$ cat config.mk
export PLATFORM = sky130hd
export DESIGN_NAME = controlador_vai_vem
export DESIGN_NICKNAME = d
export VERILOG_FILES = /design/src/rtl/controlador_vai_vem_pkg.sv /design/src/rtl/controlador_vai_vem_contador_tick.sv /design/src/rtl/controlador_vai_vem.sv
export SDC_FILE = /design/constraint.sdc
export NUM_CORES = 1
export LEC_CHECK = 0
export BUFFER_PORTS_ARGS = -buffer_cell sky130_fd_sc_hd__buf_2
export CORE_MARGIN = 2
export CORE_UTILIZATION = 50
export DETAILED_ROUTE_END_ITERATION = 8
export GPL_TIMING_DRIVEN = 0
export HOLD_SLACK_MARGIN = 0.12
export PLACE_DENSITY = 0.85
export REMOVE_ABC_BUFFERS = 1
export SYNTH_ARGS = -nofsm -noshare
export SYNTH_HDL_FRONTEND = slang
export SYNTH_SLANG_ARGS = --single-unit
$ cat constraint.sdc
create_clock -name clock -period 4.05 [get_ports clock]
set_input_delay 0.81 -clock clock [delete_from_list [all_inputs] [get_ports clock]]
set_output_delay 0.81 -clock clock [all_outputs]
set_load 0.02 [all_outputs]
$ cat src/rtl/controlador_vai_vem_pkg.sv
// Shared types and helpers for the vai/vem step sequencer.
package controlador_vai_vem_pkg;

    typedef enum logic [1:0] {
        PARADO    = 2'd0,
        ESPERA    = 2'd1,
        PASSO     = 2'd2,
        CONCLUIDO = 2'd3
    } estado_t;

    typedef enum logic {
        SOBE  = 1'b0,
        DESCE = 1'b1
    } dir_t;

    // Clamp a position request to the last valid position m-1.
    function automatic int unsigned sat(input int unsigned x, input int unsigned m);
        return (x > m - 1) ? m - 1 : x;
    endfunction

endpackage

$ cat src/rtl/controlador_vai_vem_contador_tick.sv
// Step-rate tick counter: counts 0..T-1 while enabled; o_wrap is high while the count sits at T-1.
module controlador_vai_vem_contador_tick #(
    parameter int unsigned T = 50
) (
    input  logic clock,
    input  logic zera_s,
    input  logic i_clr,
    input  logic i_en,
    output logic o_wrap
);

    localparam int unsigned TW   = (T > 2) ? $clog2(T) : 1;
    localparam logic [TW-1:0] TPRE = TW'(T - 2);

    logic [TW-1:0] r_cnt;
    logic          r_wrap;

    // Count with clear priority; the wrap flag is registered one count ahead so it aligns with T-1.
    always_ff @(posedge clock) begin
        if (zera_s || i_clr) begin
            r_cnt  <= '0;
            r_wrap <= 1'b0;
        end else if (i_en) begin
            if (r_wrap) begin
                r_cnt  <= '0;
                r_wrap <= 1'b0;
            end else begin
                r_cnt  <= r_cnt + TW'(1);
                r_wrap <= (r_cnt == TPRE);
            end
        end
    end

    assign o_wrap = r_wrap;

endmodule

$ cat src/rtl/controlador_vai_vem.sv
// Command-side driver for the saturating up/down position counter, with a local position mirror.
module controlador_vai_vem
    import controlador_vai_vem_pkg::*;
#(
    parameter int unsigned M = 100,
    parameter int unsigned N = 7,
    parameter int unsigned T = 50
) (
    input  logic         clock,
    input  logic         zera_s,
    input  logic         inicia,
    input  logic         modo,
    input  logic [N-1:0] alvo,
    input  logic         para,
    input  logic         pausa,
    input  logic         carrega,
    input  logic [N-1:0] pos_carga,
    output logic         vai,
    output logic         vem,
    output logic         set_pos,
    output logic [N-1:0] D,
    output logic [N-1:0] pos,
    output logic         ocupado,
    output logic         pronto,
    output logic         fim,
    output logic         meio
);

    localparam logic [N-1:0] POS_MAX  = N'(M - 1);
    localparam logic [N-1:0] POS_MEIO = N'(M / 2 - 1);

    estado_t      r_estado;
    logic         r_modo;
    logic [N-1:0] r_alvo;
    dir_t         r_dir;
    logic [N-1:0] r_pos;
    logic         r_ocupado;
    logic         r_pronto;

    estado_t      w_prox;
    logic         w_vai;
    logic         w_vem;
    logic         w_set_pos;
    logic [N-1:0] w_d;
    logic [N-1:0] w_pos_prox;
    dir_t         w_dir_prox;
    logic [N-1:0] w_alvo_prox;
    logic         w_modo_prox;
    logic         w_tick_clr;
    logic         w_tick_en;
    logic         w_wrap;
    logic         w_sobe;
    logic [N-1:0] w_pos_passo;
    logic [N-1:0] w_alvo_sat;
    logic [N-1:0] w_carga_sat;

    assign w_alvo_sat  = N'(sat(32'(alvo), M));
    assign w_carga_sat = N'(sat(32'(pos_carga), M));

    // Step direction; in sweep mode the direction flips before stepping at either end of the range.
    always_comb begin
        w_sobe = 1'b0;
        if (!r_modo) begin
            w_sobe = (r_alvo > r_pos);
        end else if (r_dir == SOBE) begin
            w_sobe = (r_pos != POS_MAX);
        end else begin
            w_sobe = (r_pos == '0);
        end
    end

    assign w_pos_passo = w_sobe ? (r_pos + N'(1)) : (r_pos - N'(1));

    controlador_vai_vem_contador_tick #(
        .T (T)
    ) u_tick (
        .clock  (clock),
        .zera_s (zera_s),
        .i_clr  (w_tick_clr),
        .i_en   (w_tick_en),
        .o_wrap (w_wrap)
    );

    // Next-state, pulse and mirror-update logic; para suppresses the PASSO pulse in the same cycle.
    always_comb begin
        w_prox      = r_estado;
        w_vai       = 1'b0;
        w_vem       = 1'b0;
        w_set_pos   = 1'b0;
        w_d         = '0;
        w_pos_prox  = r_pos;
        w_dir_prox  = r_dir;
        w_alvo_prox = r_alvo;
        w_modo_prox = r_modo;
        w_tick_clr  = 1'b0;
        w_tick_en   = 1'b0;

        case (r_estado)
            PARADO: begin
                w_tick_clr = 1'b1;
                if (para) begin
                    w_prox = PARADO;
                end else if (carrega) begin
                    w_set_pos  = 1'b1;
                    w_d        = w_carga_sat;
                    w_pos_prox = w_carga_sat;
                end else if (inicia) begin
                    w_modo_prox = modo;
                    if (!modo) begin
                        w_alvo_prox = w_alvo_sat;
                        w_prox      = (w_alvo_sat == r_pos) ? CONCLUIDO : ESPERA;
                    end else begin
                        w_prox = ESPERA;
                    end
                end
            end
            ESPERA: begin
                if (para) begin
                    w_prox = PARADO;
                end else begin
                    w_tick_en = !pausa;
                    if (w_wrap && !pausa) begin
                        w_prox = PASSO;
                    end
                end
            end
            PASSO: begin
                w_tick_clr = 1'b1;
                if (para) begin
                    w_prox = PARADO;
                end else begin
                    w_vai      = w_sobe;
                    w_vem      = !w_sobe;
                    w_pos_prox = w_pos_passo;
                    if (!r_modo) begin
                        w_prox = (w_pos_passo == r_alvo) ? CONCLUIDO : ESPERA;
                    end else begin
                        w_prox = ESPERA;
                        if (w_pos_passo == POS_MAX) begin
                            w_dir_prox = DESCE;
                        end else if (w_pos_passo == '0) begin
                            w_dir_prox = SOBE;
                        end else begin
                            w_dir_prox = w_sobe ? SOBE : DESCE;
                        end
                    end
                end
            end
            CONCLUIDO: begin
                w_prox = PARADO;
            end
            default: begin
                w_prox = PARADO;
            end
        endcase

        if (zera_s) begin
            w_vai     = 1'b0;
            w_vem     = 1'b0;
            w_set_pos = 1'b0;
            w_d       = '0;
        end
    end

    // State, mirror and registered status outputs.
    always_ff @(posedge clock) begin
        if (zera_s) begin
            r_estado  <= PARADO;
            r_modo    <= 1'b0;
            r_alvo    <= '0;
            r_dir     <= SOBE;
            r_pos     <= '0;
            r_ocupado <= 1'b0;
            r_pronto  <= 1'b0;
        end else begin
            r_estado  <= w_prox;
            r_modo    <= w_modo_prox;
            r_alvo    <= w_alvo_prox;
            r_dir     <= w_dir_prox;
            r_pos     <= w_pos_prox;
            r_ocupado <= (w_prox == ESPERA) || (w_prox == PASSO);
            r_pronto  <= (w_prox == CONCLUIDO);
        end
    end

    assign vai     = w_vai;
    assign vem     = w_vem;
    assign set_pos = w_set_pos;
    assign D       = w_d;
    assign pos     = r_pos;
    assign ocupado = r_ocupado;
    assign pronto  = r_pronto;
    assign fim     = (r_pos == POS_MAX);
    assign meio    = (r_pos == POS_MEIO);

endmodule

==> flow_summary_export.csv <==
group,metric,value,unit
status,status,"finished with violations",
status,failed_checks,"negative setup slack",
sta,skew,0.00757,ns
final_layout,fillCellCount,297,
die,die_w,68.3,um
worst_setup_path,cpMaxStageDelayCell,"o41a_1",
worst_setup_path,crit_buf_inv,4,
pwr,leakage,1.10,nW
worst_setup_path,crit_path_start_kind,"flip-flop",
final_layout,finalNetCount,356,
grt,grt_pass1_wl,9810,um
sta,period_share,1.02,
flow_run,maxCapViolCount,0,
cts,root_buffer,"clkbuf_8",
die,rows,23,
final_layout,multi_input_area,1560,um^2
synth,synth_seq_cells,27,
final_layout,area_delta_synth_final,29.7,%
synth,syn_area,2070,um^2
synth,synth-simple-area-share,0.277,
drt,drtIter0Drc,174,
min_path,worstHoldPathType,"reg -> reg",
synth,ys_warn_count,0,
sta,setup_ws,-0.0621,ns
synth,syn-instance-count,259,
synth,syn_area_per_cell,7.98,um^2
grt,grt_max_degree,20,
final_layout,utilization,0.670,
sta,hold_viol,0,
drt,wirelength,6450,um
grt,met1_usage,0.358,
worst_setup_path,crit_path_end_kind,"flip-flop",
sta,fin_crit,4.11,ns
sta,final-max-slew-violation-count,0,
worst_setup_path,critical_path_class,"reg -> reg",
cts,clk_path_buf_depth,2,
final_layout,antenna_cells,0,
worst_setup_path,critPathArrivalTime,4.28,ns
sta,clock.fmax,243,MHz
worst_setup_path,crit_family,"compound AO/OA/AOI/OAI gates",
die,start_util,0.516,
cts,cts_buffers,3,
final_layout,final_layout_size_suffix_gt1_frac,0.316,
synth,synth-xor-area-share,0.0836,
synth,synth_edf_count,0,
synth,ys_seq_area_frac,0.262,
grt,gr-total-overflow,0,
drt,first_pass_iters,5,
die,die_area,4660,um^2
grt,antenna_found_initial,0,
synth,synthArstFlopShare,0,
grt,grt_usage,0.282,
drt,drc,0,
place,port_buffers,41,
worst_setup_path,crit_required,4.22,ns
worst_setup_path,cp_common_cell,"buf_4",
synth,synth_flop_cell,"dfxtp_1",
cts,cts_sinks,27,
sta,tns,-0.0792,ns
cts,htreeDepth,1,
drt,wl_per_cell,17.6,um
die,core_area,4000,um^2
pwr,peakVddDrop,174,uV
drt,vias_per_cell,6.37,
synth,synth_cell_type_count,52,
sta,finalSetupViolCount,2,
synth,synth_fa_ha_area_frac,0.113,
worst_setup_path,critical_path.max_stage_delay,0.45,ns
grt,grtUsageMet3,0.0477,
grt,met2_usage,0.449,
synth,synthMuxAreaShare,0.0145,
place,dp_slack,-0.885,ns
final_layout,fin_area,2680,um^2
worst_setup_path,path_max_fanout,7,
place,place_area,2290,um^2
sta,rsz0062_at_grt,"true",
worst_setup_path,path_cells,"inv_1, ha_1, a211oi_2, nor2_1, or3_1, a22oi_2, buf_4, buf_4, buf_4, ha_4, a211oi_4, nor2_2, xor2_2, xor2_1, o41a_1, a2111oi_4, ha_1, nor2b_1",
grt,grt_pass1_vias,2140,
grt,busiest_layer,"met2",
synth,synth_top_family_by_area,"simple AND/OR/NAND/NOR gates",
die,die_h,68.3,um
place,place_hpwl,3910,um
final_layout,seq_area,564,um^2
pwr,power_density,352,nW/um^2
place,routabilityCongestion,0.873,
sta,tightest_slew,1.12,ns
sta,worst_slew_margin_rel,0.245,
synth,synth_compound_area_frac,0.197,
cts,cts_tree,"yes",
drt,final_antenna_net_count,0,
die,num_io_pins,42,
cts,clkSlewWorstSetupHoldPaths,0.11,ns
drt,vias,2331,
cts,clkLatencyLatePin,0.29,ns
pwr,total_power,0.943,mW
-- cell usage after synthesis (2+ instances only) --
cell,count,area share
or3_1,2,0.0061
a211oi_1,9,0.033
nand2b_1,6,0.018
dfxtp_1,27,0.26
inv_1,17,0.031
xor2_1,10,0.042
clkbuf_1,7,0.013
and3_1,4,0.012
a21oi_1,14,0.034
mux2i_1,3,0.015
xnor2_1,7,0.030
a2111oi_2,2,0.015
nor2_1,43,0.078
nor3b_1,2,0.0073
nor4b_1,2,0.0085
ha_1,17,0.10
nand3_1,10,0.024
o21ai_0,13,0.031
nand4_1,5,0.015
nor2b_1,4,0.012
nor3_1,6,0.015
nor4_1,3,0.0091
a31oi_1,4,0.012
and2_1,2,0.0061
nand2_1,11,0.020
a221oi_1,3,0.013
-- sequential cells by signal, indices dropped and copies added, names as in the netlist --
name,cells
pronto,1
r_estado,2
pos,7
r_alvo,7
r_dir,1
u_tick.o_wrap,1
ocupado,1
r_modo,1
u_tick.r_cnt,6
-- where the power goes --
group / switching (mW) / total [mW] / internal (mW) / leakage [nW]
Sequential: 0.0159 / 0.289 / 0.273 / 0.224
Combinational: 0.252 / 0.481 / 0.228 / 0.856
Clock: 0.103 / 0.174 / 0.0704 / 0.0217
Total: 0.371 / 0.943 / 0.572 / 1.10
-- worst paths after layout --
path,start,to,slack (ns),cells past startpoint
setup / recovery,pos[3],ocupado,-0.06,18
hold / removal,u_tick.o_wrap,u_tick.o_wrap,0.50,2
setup reg to reg,pos[3],ocupado,-0.06,18
hold reg to reg,u_tick.o_wrap,u_tick.o_wrap,0.50,2
-- cell type report --
cell class | instances | area share
clock inverter | 1 | 0.00280
multi-input combinational | 205 | 0.583
tap | 50 | 0.0234
timing repair buffer | 63 | 0.140
sequential | 27 | 0.211
clock buffer | 3 | 0.0154
inverter | 17 | 0.0252
-- layer usage --
metal | part of all wire | wire length (um) | vias to the layer above
li1 | - | - | 1044
met1 | 0.41 | 2660 | 1078
met2 | 0.45 | 2900 | 170
met3 | 0.087 | 563 | 39
met4 | 0.051 | 329 | 0
met5 | 0 | 0 | -
-- cell families (layout without fill, tap and decap cells) --
logic type | count (synthesis) | in the layout
simple gates | 108 | 108
compound gates | 58 | 58
flops | 27 | 27
buf+inv | 27 | 84
fa+ha+maj | 18 | 18
xor+xnor | 18 | 18
mux | 3 | 3
-- worst register-to-register path, cell delays in order (launching register included) --
cell and delay (ns):
dfxtp_4 0.43, inv_1 0.10, ha_1 0.24, a211oi_2 0.21, nor2_1 0.08, or3_1 0.33
a22oi_2 0.19, buf_4 0.18, buf_4 0.11, buf_4 0.11, ha_4 0.21, a211oi_4 0.30
nor2_2 0.09, xor2_2 0.23, xor2_1 0.12, o41a_1 0.45, a2111oi_4 0.23, ha_1 0.27
nor2b_1 0.13
-- placed cells by master, fill, tap and decap left out, drive strengths merged, types with 2 or more instances in the layout --
cell type	n
or3	2
nand3	10
a31oi	4
nor2b	4
inv	16
xnor2	7
ha	17
buf	63
a211oi	10
mux2i	3
a221oi	3
nand4	5
clkinvlp	2
dfxtp	27
o21ai	13
a21oi	14
nor2	43
and2	2
a22oi	2
nand2	11
nor3b	2
clkbuf	3
nand2b	6
xor2	10
and3	4
nor4	4
nor4b	3
nor3	6
a2111oi	2
-- metrics by stage --
stage | instances | hold WS, ns
2_1_floorplan | 249 | 0.438
3_3_place_gp | 340 | 0.450
3_5_place_dp | 340 | 0.462
4_1_cts | 357 | 0.487
5_1_grt | 366 | 0.530
6_report | 366 | 0.497
-- what timing repair did --
action	CTS	global route
setup endpoints to repair	4	4
setup buffers	13	9
hold buffers	0	0
resized for setup	31	7
pin swaps	6	5
endpoints found under the hold margin	0	0
(Power assumes the default switching activity.)
